<file path="src/rtl/hood_pkg.sv">
// Shared types, clock/debounce defaults and time helpers for the hood controllers
// (power_ctrl and mode_change).
package hood_pkg;

   localparam int unsigned CLK_HZ_DEF       = 100_000_000;
   localparam int unsigned DEBOUNCE_CYC_DEF = 1_000_000;

   typedef enum logic [1:0] {
      ST_OFF           = 2'd0,
      ST_GEST_ON_WAIT  = 2'd1,
      ST_ON            = 2'd2,
      ST_GEST_OFF_WAIT = 2'd3
   } pwr_state_e;

   function automatic int unsigned sec_to_cyc(input int unsigned sec, input int unsigned clk_hz);
      return sec * clk_hz;
   endfunction

   function automatic logic is_powered(input pwr_state_e s);
      return (s == ST_ON) || (s == ST_GEST_OFF_WAIT);
   endfunction

endpackage

</file>
<file path="src/rtl/btn_debounce.sv">
// Two-flop synchroniser plus consecutive-difference counter for one raw button;
// emits the accepted stable level and a one-cycle rise pulse.
module btn_debounce
   import hood_pkg::*;
#(
   parameter int unsigned DEBOUNCE_CYC = DEBOUNCE_CYC_DEF
) (
   input  logic clk,
   input  logic reset,
   input  logic btn_raw,
   output logic btn_level,
   output logic btn_rise
);

   localparam int unsigned CNT_W = $clog2(DEBOUNCE_CYC + 1);

   logic             sync1_q, sync2_q;
   logic [CNT_W-1:0] cnt_q, cnt_d;
   logic             level_q, level_d;
   logic             level_dly_q, rise_q;

   // Any cycle that agrees with the stable level restarts the count.
   always_comb begin
      cnt_d   = '0;
      level_d = level_q;
      if (sync2_q != level_q) begin
         if (cnt_q == CNT_W'(DEBOUNCE_CYC - 1)) level_d = sync2_q;
         else                                   cnt_d   = cnt_q + 1'b1;
      end
   end

   always_ff @(posedge clk) begin
      if (reset) begin
         sync1_q     <= 1'b0;
         sync2_q     <= 1'b0;
         cnt_q       <= '0;
         level_q     <= 1'b0;
         level_dly_q <= 1'b0;
         rise_q      <= 1'b0;
      end else begin
         sync1_q     <= btn_raw;
         sync2_q     <= sync1_q;
         cnt_q       <= cnt_d;
         level_q     <= level_d;
         level_dly_q <= level_q;
         rise_q      <= level_q & ~level_dly_q;
      end
   end

   assign btn_level = level_q;
   assign btn_rise  = rise_q;

endmodule

</file>
<file path="src/rtl/power_ctrl.sv">
// Hood power sequencer: short press on, long press off, optional left/right gesture
// windows (POWER_GESTURE_EN). power_state gates the downstream mode_change FSM.
//
//   state            | meaning
//   ST_OFF           | hood unpowered
//   ST_GEST_ON_WAIT  | left seen while off; waiting for right within the window
//   ST_ON            | hood powered; power-button hold counts toward off
//   ST_GEST_OFF_WAIT | right seen while on; waiting for left within the window
module power_ctrl
   import hood_pkg::*;
#(
   parameter int unsigned CLK_HZ       = CLK_HZ_DEF,
   parameter int unsigned DEBOUNCE_CYC = DEBOUNCE_CYC_DEF,
   parameter int unsigned LONG_PRESS_S = 3,
   parameter int unsigned GESTURE_S    = 5
) (
   input  logic       clk,
   input  logic       reset,
   input  logic       power_btn,
   input  logic       left_btn,
   input  logic       right_btn,
   input  logic [3:0] gesture_sec,
   output logic       power_state,
   output logic       power_on_pulse,
   output logic       hold_active,
   output logic [3:0] gesture_countdown
);

   localparam int unsigned HOLD_CYC = sec_to_cyc(LONG_PRESS_S, CLK_HZ);
   localparam int unsigned HOLD_W   = $clog2(HOLD_CYC + 1);

   pwr_state_e        state_q, state_d;
   logic [HOLD_W-1:0] hold_cnt_q, hold_cnt_d;
   logic              pulse_q, pulse_d;
   logic              pwr_level, pwr_rise;
   logic              counting, hold_done;

   btn_debounce #(.DEBOUNCE_CYC(DEBOUNCE_CYC)) u_db_pwr (
      .clk       (clk),
      .reset     (reset),
      .btn_raw   (power_btn),
      .btn_level (pwr_level),
      .btn_rise  (pwr_rise)
   );

   assign counting   = pwr_level && is_powered(state_q);
   assign hold_done  = counting && (hold_cnt_q == HOLD_W'(HOLD_CYC - 1));
   assign hold_cnt_d = (counting && !hold_done) ? hold_cnt_q + 1'b1 : '0;

`ifdef POWER_GESTURE_EN
   localparam int unsigned SEC_W = $clog2(CLK_HZ + 1);

   logic             left_rise, right_rise;
   logic             left_lvl_unused, right_lvl_unused;
   logic [SEC_W-1:0] sec_cnt_q, sec_cnt_d;
   logic [3:0]       cd_q, cd_d, win_len;
   logic             sec_tick, win_load, win_expire;

   btn_debounce #(.DEBOUNCE_CYC(DEBOUNCE_CYC)) u_db_left (
      .clk       (clk),
      .reset     (reset),
      .btn_raw   (left_btn),
      .btn_level (left_lvl_unused),
      .btn_rise  (left_rise)
   );

   btn_debounce #(.DEBOUNCE_CYC(DEBOUNCE_CYC)) u_db_right (
      .clk       (clk),
      .reset     (reset),
      .btn_raw   (right_btn),
      .btn_level (right_lvl_unused),
      .btn_rise  (right_rise)
   );

   assign sec_tick   = (sec_cnt_q == SEC_W'(CLK_HZ - 1));
   assign win_expire = sec_tick && (cd_q == 4'd1);
   assign win_len    = (gesture_sec == 4'd0) ? 4'(GESTURE_S) : gesture_sec;

   // Opening or reloading a window realigns the second boundary to the press.
   always_comb begin
      sec_cnt_d = sec_tick ? '0 : sec_cnt_q + 1'b1;
      if (win_load) sec_cnt_d = '0;
   end

   always_comb begin
      cd_d = cd_q;
      if (sec_tick && (cd_q != 4'd0)) cd_d = cd_q - 4'd1;
      if (win_load) cd_d = win_len;
      if ((state_d != ST_GEST_ON_WAIT) && (state_d != ST_GEST_OFF_WAIT)) cd_d = 4'd0;
   end

   always_ff @(posedge clk) begin
      if (reset) begin
         sec_cnt_q <= '0;
         cd_q      <= 4'd0;
      end else begin
         sec_cnt_q <= sec_cnt_d;
         cd_q      <= cd_d;
      end
   end

   assign gesture_countdown = cd_q;
`else
   logic gest_unused;
   assign gest_unused       = ^{left_btn, right_btn, gesture_sec, 4'(GESTURE_S)};
   assign gesture_countdown = 4'd0;
`endif

   // Event priority: power rise, hold expiry, gesture completion, window expiry.
   always_comb begin
      state_d = state_q;
`ifdef POWER_GESTURE_EN
      win_load = 1'b0;
`endif
      case (state_q)
         ST_OFF: begin
            if (pwr_rise) state_d = ST_ON;
`ifdef POWER_GESTURE_EN
            else if (left_rise) begin
               state_d  = ST_GEST_ON_WAIT;
               win_load = 1'b1;
            end
`endif
         end
         ST_ON: begin
            if (hold_done) state_d = ST_OFF;
`ifdef POWER_GESTURE_EN
            else if (right_rise) begin
               state_d  = ST_GEST_OFF_WAIT;
               win_load = 1'b1;
            end
`endif
         end
`ifdef POWER_GESTURE_EN
         ST_GEST_ON_WAIT: begin
            if (pwr_rise || right_rise) state_d  = ST_ON;
            else if (left_rise)         win_load = 1'b1;
            else if (win_expire)        state_d  = ST_OFF;
         end
         ST_GEST_OFF_WAIT: begin
            if (hold_done || left_rise) state_d  = ST_OFF;
            else if (right_rise)        win_load = 1'b1;
            else if (win_expire)        state_d  = ST_ON;
         end
`endif
         default: state_d = ST_OFF;
      endcase
   end

   assign pulse_d = is_powered(state_d) && !is_powered(state_q);

   always_ff @(posedge clk) begin
      if (reset) begin
         state_q    <= ST_OFF;
         hold_cnt_q <= '0;
         pulse_q    <= 1'b0;
      end else begin
         state_q    <= state_d;
         hold_cnt_q <= hold_cnt_d;
         pulse_q    <= pulse_d;
      end
   end

   assign power_state    = is_powered(state_q);
   assign power_on_pulse = pulse_q;
   assign hold_active    = counting;

endmodule

</file>
<file path="config.mk">
export PLATFORM = sky130hd
export DESIGN_NAME = power_ctrl
export DESIGN_NICKNAME = d
export VERILOG_FILES = /design/src/rtl/hood_pkg.sv /design/src/rtl/btn_debounce.sv /design/src/rtl/power_ctrl.sv
export SDC_FILE = /design/constraint.sdc
export NUM_CORES = 1
export LEC_CHECK = 0
export CORE_UTILIZATION = 30
export DETAILED_ROUTE_END_ITERATION = 10
export PLACE_DENSITY_LB_ADDON = 0.25
export SLEW_MARGIN = 10
export SYNTH_ARGS = -nofsm -noshare
export SYNTH_HDL_FRONTEND = slang
export SYNTH_HIERARCHICAL = 1
export SYNTH_SLANG_ARGS = --single-unit
</file>
<file path="constraint.sdc">
create_clock -name clk -period 2.38 [get_ports clk]
set_clock_uncertainty 0.1 [all_clocks]
set_input_delay 0.357 -clock clk [delete_from_list [all_inputs] [get_ports clk]]
set_output_delay 0.357 -clock clk [all_outputs]
set_load 0.05 [all_outputs]
</file>
* Yosys cells after proc, flatten, opt, wreduce, memory -nomap -nowiden
Index checks and enable logic that the tools add are counted.
** Word-level totals
- Bits in registers :: 57
- Output and inout port bits :: 7
- Logic and storage cells :: 37
** Cells by class
- Add/sub/neg operators :: 2
- Eq/ne operators :: 7
- Multiplexer cells :: 3
- Bitwise gates (word level) :: 4
- Reductions and logical operators :: 12
** Operators with widths (number)
- $add A29 B1 Y29 const B :: 1
- $eq A29 B29 Y1 const B :: 1
- $add A20 B1 Y20 const B :: 1
- $eq A20 B20 Y1 const B :: 1
- $eq A2 B2 Y1 const B :: 4
- $logic_and A1 B1 Y1 :: 4
- $mux W2 :: 2
- $pmux W2 S2 :: 1
- $not A1 Y1 :: 3
- $reduce_or A3 Y1 :: 1
- $logic_not A1 Y1 :: 2
- $logic_not A2 Y1 :: 1
- $logic_or A1 B1 Y1 :: 2
- $reduce_and A2 Y1 :: 1
- $reduce_or A2 Y1 :: 1
- $and A1 B1 Y1 :: 1
- $ne A1 B1 Y1 :: 1

* Longest topological paths before layout
Gate-level depths: netlist of the first run.
- Word-level depth :: 9
- Gate-level depth with buffers :: 7

* Hierarchy
The synthesis of the first run kept the hierarchy.
** By module, submodules not included
- power_ctrl :: times used 1, cells each 187, area an instance 1634.1 µm²
- btn_debounce :: times used 1, cells each 119, area an instance 1074.8 µm²

* Least setup slack after synthesis of the first run
OpenSTA, ideal clock, no wires.
- Path type :: reg2reg
- Start :: reg u_db_pwr.cnt_q[0]
- End :: reg u_db_pwr.cnt_q[14]
- Setup time :: 115 ps
- Data arrival time :: 1765 ps
- Data required time :: 2165 ps
- Path slack :: 401 ps
- Stages on the path, launching flop included :: 7
- Path buffers :: 1
- Path through :: dfxtp_1 -> ha_1 -> nand4_2 -> or4_4 -> o21ai_4 -> buf_4 -> nor2_1
** Between the ends
- Word-level cells in the longest chain between the ends :: 2
- Elaborated cells between the ends (all ways) :: 3
** Ends and longest elaborated chain
- start, declared :: line btn_debounce.sv:18 : logic [CNT_W-1:0] cnt_q, cnt_d;
- start signal, assigned :: line btn_debounce.sv:43 : cnt_q <= cnt_d;
- branches (longest 2 deep; another with $add A20 B1 Y20)
Parallel ways; which one is timed is not known.
A chain may end at the register's enable or synchronous reset.

* Worst setup path in the final report of the first run
- Start :: reg u_db_pwr.level_q, in the netlist u_db_pwr/btn_level
- End :: out hold_active
** Between the ends
- Word-level cells in the longest chain between the ends :: 1
** Ends and longest elaborated chain
- start, declared :: line btn_debounce.sv:19 : logic level_q, level_d;
- start signal, assigned :: line btn_debounce.sv:44 : level_q <= level_d;
- $logic_and A1 B1 Y1 :: line power_ctrl.sv:46 : assign counting = pwr_level && is_powered(state_q);
- end, declared :: line power_ctrl.sv:25 : output logic hold_active,
No other way between the ends.

==> results of run 1 <==
## path summary, 6_finish.rpt
kind                        endpoint  depth (start not counted)                 start  slack [ns]
setup / recovery         hold_active                          2    u_db_pwr/btn_level        0.23
hold / removal     u_db_pwr/btn_rise                          1  u_db_pwr/level_dly_q        0.30
setup reg to reg  u_db_pwr/cnt_q[18]                          5     u_db_pwr/cnt_q[0]        0.31
hold reg to reg    u_db_pwr/btn_rise                          1  u_db_pwr/level_dly_q        0.30
## state kept, by name, indices dropped and copies added, names as in the netlist
| signal | count |
|---|---|
| hold_cnt_q | 29 |
| u_db_pwr/sync2_q | 1 |
| u_db_pwr/cnt_q | 20 |
| state_q | 2 |
| u_db_pwr/level_dly_q | 1 |
| power_on_pulse | 1 |
| u_db_pwr/sync1_q | 1 |
| u_db_pwr/btn_rise | 1 |
| u_db_pwr/btn_level | 1 |
## logic make-up (layout without fill, tap and decap cells)
logic type / Yosys count / after routing / synth area share (%)
other: 1 / 5 / 0.138
XOR/XNOR: 26 / 26 / 8.41
AO/OA/AOI/OAI: 43 / 43 / 10.3
adder cells (fa/ha/maj): 2 / 2 / 0.924
multiplexers: 2 / 2 / 0.739
AND/OR/NAND/NOR: 148 / 148 / 31.5
flip-flops: 57 / 57 / 42.1
buffers and inverters: 27 / 39 / 5.82
## layer usage
layer  vias to the layer above  GRT usage [%]
li1                       1113              -
met1                      1013           15.2
met2                        32           19.7
met3                         2           4.55
met4                         0           3.44
met5                         -              0
## report_power, final
part	internal (uW)	leakage, uW	switching (uW)	total, uW
registers	957	0.000460	1.53	958
logic	8.06	0.000370	20.4	28.5
clock network	616	0.000113	381	997
total	1580	0.000943	403	1980
## per-stage QoR
step / power (uW) / worst slack, ns / instances / utilization, %
final: 1980 / 0.230 / 430 / 35.3
after global routing: 2070 / 0.149 / 430 / 35.3
after CTS: 2020 / 0.200 / 430 / 35.3
after detailed placement: 1010 / 0.307 / 414 / 32.8
after global placement: 1010 / 0.327 / 414 / 32.8
after floorplan: 1000 / 0.401 / 310 / -
## final cells by class
type	instances	area, um^2
Inverter	10	37.5
Sequential cell	57	1140
Tap cell	108	135
Clock inverter	5	78.8
Timing Repair Buffer	13	123
Clock buffer	11	141
Fill cell	885	5640
Multi-Input combinational cell	226	1430
## Yosys cell counts (5+ instances only)
cell type and number:
sky130_fd_sc_hd__nor3_1 7, sky130_fd_sc_hd__nor4_1 6, sky130_fd_sc_hd__nand2_1 15, sky130_fd_sc_hd__nand3_1 19, sky130_fd_sc_hd__dfxtp_1 57, sky130_fd_sc_hd__buf_2 6
sky130_fd_sc_hd__inv_1 10, sky130_fd_sc_hd__o21ai_0 7, sky130_fd_sc_hd__or4_1 11, sky130_fd_sc_hd__and2_1 5, sky130_fd_sc_hd__xnor2_1 14, sky130_fd_sc_hd__buf_4 5
sky130_fd_sc_hd__and3_1 5, sky130_fd_sc_hd__or3_1 5, sky130_fd_sc_hd__nor4b_1 5, sky130_fd_sc_hd__o31ai_1 11, sky130_fd_sc_hd__nand4_1 14, sky130_fd_sc_hd__a21oi_1 16
sky130_fd_sc_hd__nor2_1 36, sky130_fd_sc_hd__xor2_1 12
## layout by cell type, fill, tap and decap left out, types with 2 or more instances in the layout
| master | count |
|---|---|
| sky130_fd_sc_hd__a21oi_1 | 16 |
| sky130_fd_sc_hd__a21oi_2 | 2 |
| sky130_fd_sc_hd__and2_1 | 5 |
| sky130_fd_sc_hd__and3_1 | 5 |
| sky130_fd_sc_hd__and4_1 | 3 |
| sky130_fd_sc_hd__buf_4 | 7 |
| sky130_fd_sc_hd__bufinv_16 | 2 |
| sky130_fd_sc_hd__clkbuf_8 | 10 |
| sky130_fd_sc_hd__clkdlybuf4s50_1 | 5 |
| sky130_fd_sc_hd__clkinv_2 | 2 |
| sky130_fd_sc_hd__conb_1 | 5 |
| sky130_fd_sc_hd__dfxtp_1 | 57 |
| sky130_fd_sc_hd__ha_1 | 2 |
| sky130_fd_sc_hd__inv_1 | 10 |
| sky130_fd_sc_hd__mux2i_1 | 2 |
| sky130_fd_sc_hd__nand2_1 | 15 |
| sky130_fd_sc_hd__nand2b_1 | 3 |
| sky130_fd_sc_hd__nand3_1 | 19 |
| sky130_fd_sc_hd__nand4_1 | 14 |
| sky130_fd_sc_hd__nor2_1 | 36 |
| sky130_fd_sc_hd__nor2b_1 | 2 |
| sky130_fd_sc_hd__nor3_1 | 7 |
| sky130_fd_sc_hd__nor4_1 | 6 |
| sky130_fd_sc_hd__nor4b_1 | 5 |
| sky130_fd_sc_hd__o21a_1 | 2 |
| sky130_fd_sc_hd__o21ai_0 | 7 |
| sky130_fd_sc_hd__o31ai_1 | 11 |
| sky130_fd_sc_hd__or3_1 | 5 |
| sky130_fd_sc_hd__or4_1 | 11 |
| sky130_fd_sc_hd__or4_4 | 3 |
| sky130_fd_sc_hd__xnor2_1 | 14 |
| sky130_fd_sc_hd__xor2_1 | 12 |
## worst max-delay path, delay by kind of cell, from the launching register on
family | cells | cell delay [ns]
AND/OR/NAND/NOR | 1 | 0.18
buffers and inverters | 1 | 0.81
flip-flops | 1 | 0.37
==> metrics.md, run 1 <==
| Metric | Value |
|---|---|
| Status | completed |
| Number of endpoints with negative hold slack in the final report | 0 |
| Iteration count of the initial detailed-routing pass | 7 |
| Number of diodes added for antenna fixing | 0 |
| Cell area after synthesis | ~0.0027 mm^2 |
| Proportion of netlist area held by the largest area contributor | between 40% and 50% |
| Clock latency of the later-clocked register in the worst-skew pair | about 0.33 ns |
| Number of enable flip-flop cells after synthesis | 0 |
| Final design instance area without fill | around 0.003 mm^2 |
| Global-route wire length before repair | around 9300 um |
| Gr usage total | between 10% and 20% |
| Met2 Wirelength | 2480 um |
| Fraction of the yosys area taken by sequential cells | 42.1% |
| HP Class | reg -> reg |
| Met1 Routed Length | roughly 2600 um |
| Average cell area after synthesis | 8.85 um^2 |
| Final GP Congestion | around 0.8 |
| Initial antenna violation count | 0 |
| Max Root-Sink Buffers | 2 |
| Number of distinct library cells after synthesis | 45 |
| Worst ir drop on vdd | just over 0.3 mV |
| Detail-routed net length per standard cell | 12.3 um |
| Total number of clock tree sinks | 57 |
| Boundary Pins | 16 |
| Number of nets in the final layout | 328 |
| Via density | 5.02 |
| Die height | slightly below 100 um |
| Critical path data required time | approximately 1.9 ns |
| Number of clock buffers inserted by TritonCTS | 9 |
| Starting DRC count in detailed routing | 57 |
| Number of levels in the clock H-tree | 3 |
| Count of instances resized after the clock tree is built | 0 |
| Area of placed instances | around 0.0029 mm^2 |
| Final antenna-violating net count | 0 |
| Most area-hungry cell type in the Yosys netlist | sky130_fd_sc_hd__dfxtp_1 |
| Crit path max fanout | 3 |
| Core Area | about 0.0087 mm^2 |
| Warning count from the yosys run | 6 |
| Cell at the slowest stage of the critical path | sky130_fd_sc_hd__clkdlybuf4s50_1 |
| Die width | 97.0 um |
| Initial core utilization | 31.1% |
| Critical path capture point type | output pin |
| CTS tree | done |
| Number of maximum-capacitance violations | 0 |
| Max-slew violations | 0 |
| Critical Path, Cell by Cell | and2_1 > clkdlybuf4s50_1 |
| Clock tree root buffer cell | sky130_fd_sc_hd__clkbuf_8 |
| Number of buffers inserted by post-CTS setup repair | 0 |
| Period Utilization, post-route | 90.4% |
| Via count of the routed design | between 2000 and 2500 |
| Layout overhead on the synthesized area | 13.8% |
| GRT Residual Overflow | 0 |
| Hold_buf cts | 0 |
| Die Area | 0.00941 mm^2 |
| Path type of the worst setup path | reg -> out |
| Max frequency | between 0.4 and 0.5 GHz |
| Register clock-pin slew on the reported worst setup and hold paths | 0.06 ns |
| Number of failing setup endpoints in the final timing report | 0 |
| WL final | between 5000 and 6000 um |
| Largest incremental delay on the critical path | between 0.8 and 0.9 ns |
| HPWL Detailed | about 3600 um |
| Leakage | 0.000943 uW |
| Element type at the critical path start | flip-flop |
| Via count of the first global-routing pass | between 2000 and 2500 |
| Maximum number of pins on one net before global-route repair | 22 |
| Cells taking the most area after synthesis | sky130_fd_sc_hd__dfxtp_1, sky130_fd_sc_hd__nor2_1, sky130_fd_sc_hd__xnor2_1 |
| TNS Setup | 0 ns |
| Count of unresolved DRC violations after routing | 0 |
| Met3 wirelength from detailed routing | 195 um |
| Dominant synthesized flop cell | sky130_fd_sc_hd__dfxtp_1 |
| Post-Syn Instances | 306 |
| Uppermost layer routed | met4 |
| Fin Hold WS | 0.299 ns |
| Minimum period implied by the final worst setup slack | ~2.2 ns |
| Power per cell area | between 600 and 700 mW/mm^2 |
| Fraction of registers with async set/reset | 0% |
| Arr. time, crit path | between 1.5 and 2 ns |
| Row count | 34 |
| Fraction of final layout cells sized beyond drive strength 1 | around 12% |
| Unrepaired setup endpoints after global routing | no |
| Total of buffers placed on input and output ports | 5 |
| Number of storage elements in the synthesis netlist | 57 |
(Power assumes the default switching activity.)
==> run 2: changes to the inputs <==
Settings changed: CORE_UTILIZATION 30 to 59.
==> run 2 against run 1 <==
Effect of this change: setup slack got worse by 0.019 ns; sequential power about the same; register-to-register slack got worse by 0.08 ns; via count increased by 1.5%; core utilization increased by 33 points; combinational power decreased by 2%; global-route usage increased by 11 points; power increased by 1.3%; largest cell class unchanged; largest power group unchanged.
==> metrics.md, run 2 (same netlist as run 1, synthesis figures left out) <==
| Metric | Value |
|---|---|
| Status | completed (unchanged) |
| Row count | 24 (was 34) |
| Largest registers in the final layout | hold_cnt_q (29), u_db_pwr/cnt_q (20), state_q (2) (unchanged) |
| Number of buffers inserted by post-CTS setup repair | 0 (unchanged) |
| Final antenna-violating net count | 0 (unchanged) |
| Largest incremental delay on the critical path | 0.81 ns (about the same) |
| Via count of the routed design | 2192 (was 2160) |
| Count of unresolved DRC violations after routing | 0 (unchanged) |
| Number of levels in the clock H-tree | 3 (unchanged) |
| Crit path max fanout | 3 (unchanged) |
| Via count of the first global-routing pass | 2020 (was 2017) |
| Worst slew margin relative to its limit | around 67% |
| Number of failing setup endpoints in the final timing report | 0 (unchanged) |
| Fin Hold WS | 0.283 ns (was 0.299 ns) |
| Die width | 69.8 um (was 97.0 um) |
| Number of nets in the final layout | 325 (was 328) |
| Path type of the worst setup path | reg -> out (unchanged) |
| CTS tree | done (unchanged) |
| Unrepaired setup endpoints after global routing | no (unchanged) |
| Top cell family by delay on the critical path | buffers and inverters (unchanged) |
| Core Area | 0.00438 mm^2 (was 0.00872 mm^2) |
| HP Class | reg -> reg (unchanged) |
| Total power draw | 2010 uW (was 1980 uW) |
| Final GP Congestion | 0.853 (was 0.788) |
| WL final | 5230 um (was 5270 um) |
| Die height | 69.8 um (was 97.0 um) |
| Count of instances resized after the clock tree is built | 0 (unchanged) |
| Critical Path, Cell by Cell | and2_1 > clkdlybuf4s50_1 (unchanged) |
| Critical path capture point type | output pin (unchanged) |
| Combinational fraction of design power | 1.4% (about the same) |
| Most used cells in the layout excluding fill and tap cells | sky130_fd_sc_hd__dfxtp_1, sky130_fd_sc_hd__nor2_1, sky130_fd_sc_hd__nand3_1, sky130_fd_sc_hd__a21oi_1, sky130_fd_sc_hd__nand2_1 (unchanged) |
| Fraction of final layout cells sized beyond drive strength 1 | 11.6% (was 12.1%) |
| Share of power burned in registers | 47.7% (was 48.3%) |
| Minimum period implied by the final worst setup slack | 2.17 ns (was 2.15 ns) |
| Starting DRC count in detailed routing | 156 (was 57) |
| Internal Power | 1560 uW (was 1580 uW) |
| TNS Setup | 0 ns (unchanged) |
| Max frequency | 0.461 GHz (was 0.465 GHz) |
| Arr. time, crit path | 1.71 ns (was 1.69 ns) |
| Cell at the slowest stage of the critical path | sky130_fd_sc_hd__clkdlybuf4s50_1 (unchanged) |
| Die Area | 0.00487 mm^2 (was 0.00941 mm^2) |
| Global-route wire length before repair | 8860 um (was 9310 um) |
| Register clock-pin slew on the reported worst setup and hold paths | 0.07 ns (was 0.06 ns) |
| Critical path data required time | 1.92 ns (about the same) |
| Gr usage total | 23.4% (was 12.2%) |
| Via density | 5.91 (was 5.02) |
| Detail-routed net length per standard cell | 14.1 um (was 12.3 um) |
| Max Root-Sink Buffers | 2 (unchanged) |
| HPWL Detailed | 3480 um (was 3600 um) |
| GRT Residual Overflow | 0 (unchanged) |
| Hold_buf cts | 0 (unchanged) |
| Initial core utilization | 61.8% (was 31.1%) |
| Net switching power | 447 uW (was 403 uW) |
| Largest register by flop count | hold_cnt_q (unchanged) |
| Maximum number of pins on one net before global-route repair | 22 (unchanged) |
| Max-slew violations | 0 (unchanged) |
| Element type at the critical path start | flip-flop (unchanged) |
| Sw Ratio | 22.3% (was 20.3%) |
| Number of diodes added for antenna fixing | 0 (unchanged) |
| Number of standard cells in the layout, taps in and fillers out | 371 (was 430) |
| Number of buffer and inverter instances along the worst setup path | 1 (unchanged) |
| Leakage | 0.000932 uW (was 0.000943 uW) |
| Transition time at the pin with the least slew margin | 0.497 ns |
| Boundary Pins | 16 (unchanged) |
| Worst ir drop on vdd | 0.470 mV (was 0.302 mV) |
| Number of flip-flops under the largest register name | 29 (unchanged) |
| Total of buffers placed on input and output ports | 5 (unchanged) |
| Initial antenna violation count | 0 (unchanged) |
| Clock latency of the later-clocked register in the worst-skew pair | 0.35 ns (was 0.33 ns) |
| Number of maximum-capacitance violations | 0 (unchanged) |
| Number of clock buffers inserted by TritonCTS | 9 (unchanged) |
| Clock power share | 51.0% (was 50.3%) |
| Total number of clock tree sinks | 57 (unchanged) |
| Layout overhead on the synthesized area | 11.0% (was 13.8%) |
| Leading cell type in the layout, fill and taps excluded | sky130_fd_sc_hd__dfxtp_1 (unchanged) |
| Period Utilization, post-route | 91.2% (was 90.4%) |
| Power per cell area | 668 mW/mm^2 (was 644 mW/mm^2) |
| Iteration count of the initial detailed-routing pass | 4 (was 7) |
| Total placed cells including tap cells | 355 (was 414) |
| Number of endpoints with negative hold slack in the final report | 0 (unchanged) |
| Clock tree root buffer cell | sky130_fd_sc_hd__clkbuf_8 (unchanged) |
-- run 2: layout make-up --
cell class,count,area (um^2)
clock buffer,9,124
clock inverter,7,103
fill,348,1380
inverter,10,37.5
multi-input combinational,226,1430
sequential,57,1140
tap,52,65.1
timing repair buffer,10,113
-- run 2: metal layers --
layer	up-vias	wire length (um)	track usage (%)
met5	-	0	0
met1	1027	2480	30.2
met2	45	2400	34.7
met3	11	247	8.72
met4	0	100	10.4
li1	1109	-	-
-- run 2: power by group through the flow --
stage | registers [uW] | clock network (uW) | logic (uW)
floorplan | 979 | 0 | 25.5
global placement | 980 | 0 | 27.6
detailed placement | 980 | 0 | 27.6
CTS | 958 | 1040 | 27.8
global route | 958 | 1090 | 29.5
finish | 958 | 1020 | 27.8
-- run 2: worst paths after layout --
kind / startpoint / to / slack [ns] / cells after the start
worst min register to register: u_db_pwr/level_dly_q / u_db_pwr/btn_rise / 0.28 / 1
worst max register to register: u_db_pwr/cnt_q[1] / u_db_pwr/cnt_q[18] / 0.23 / 6
worst max-delay path: u_db_pwr/btn_level / hold_active / 0.21 / 2
worst min-delay path: u_db_pwr/level_dly_q / u_db_pwr/btn_rise / 0.28 / 1
-- run 2: through the flow --
step	utilization, %	setup WS, ns	area [um^2]
6_report	68.6	0.211	3010
5_1_grt	68.6	0.114	3010
4_1_cts	68.6	0.189	3010
3_5_place_dp	63.4	0.260	2780
3_3_place_gp	63.4	0.321	2780
2_1_floorplan	-	0.401	2720
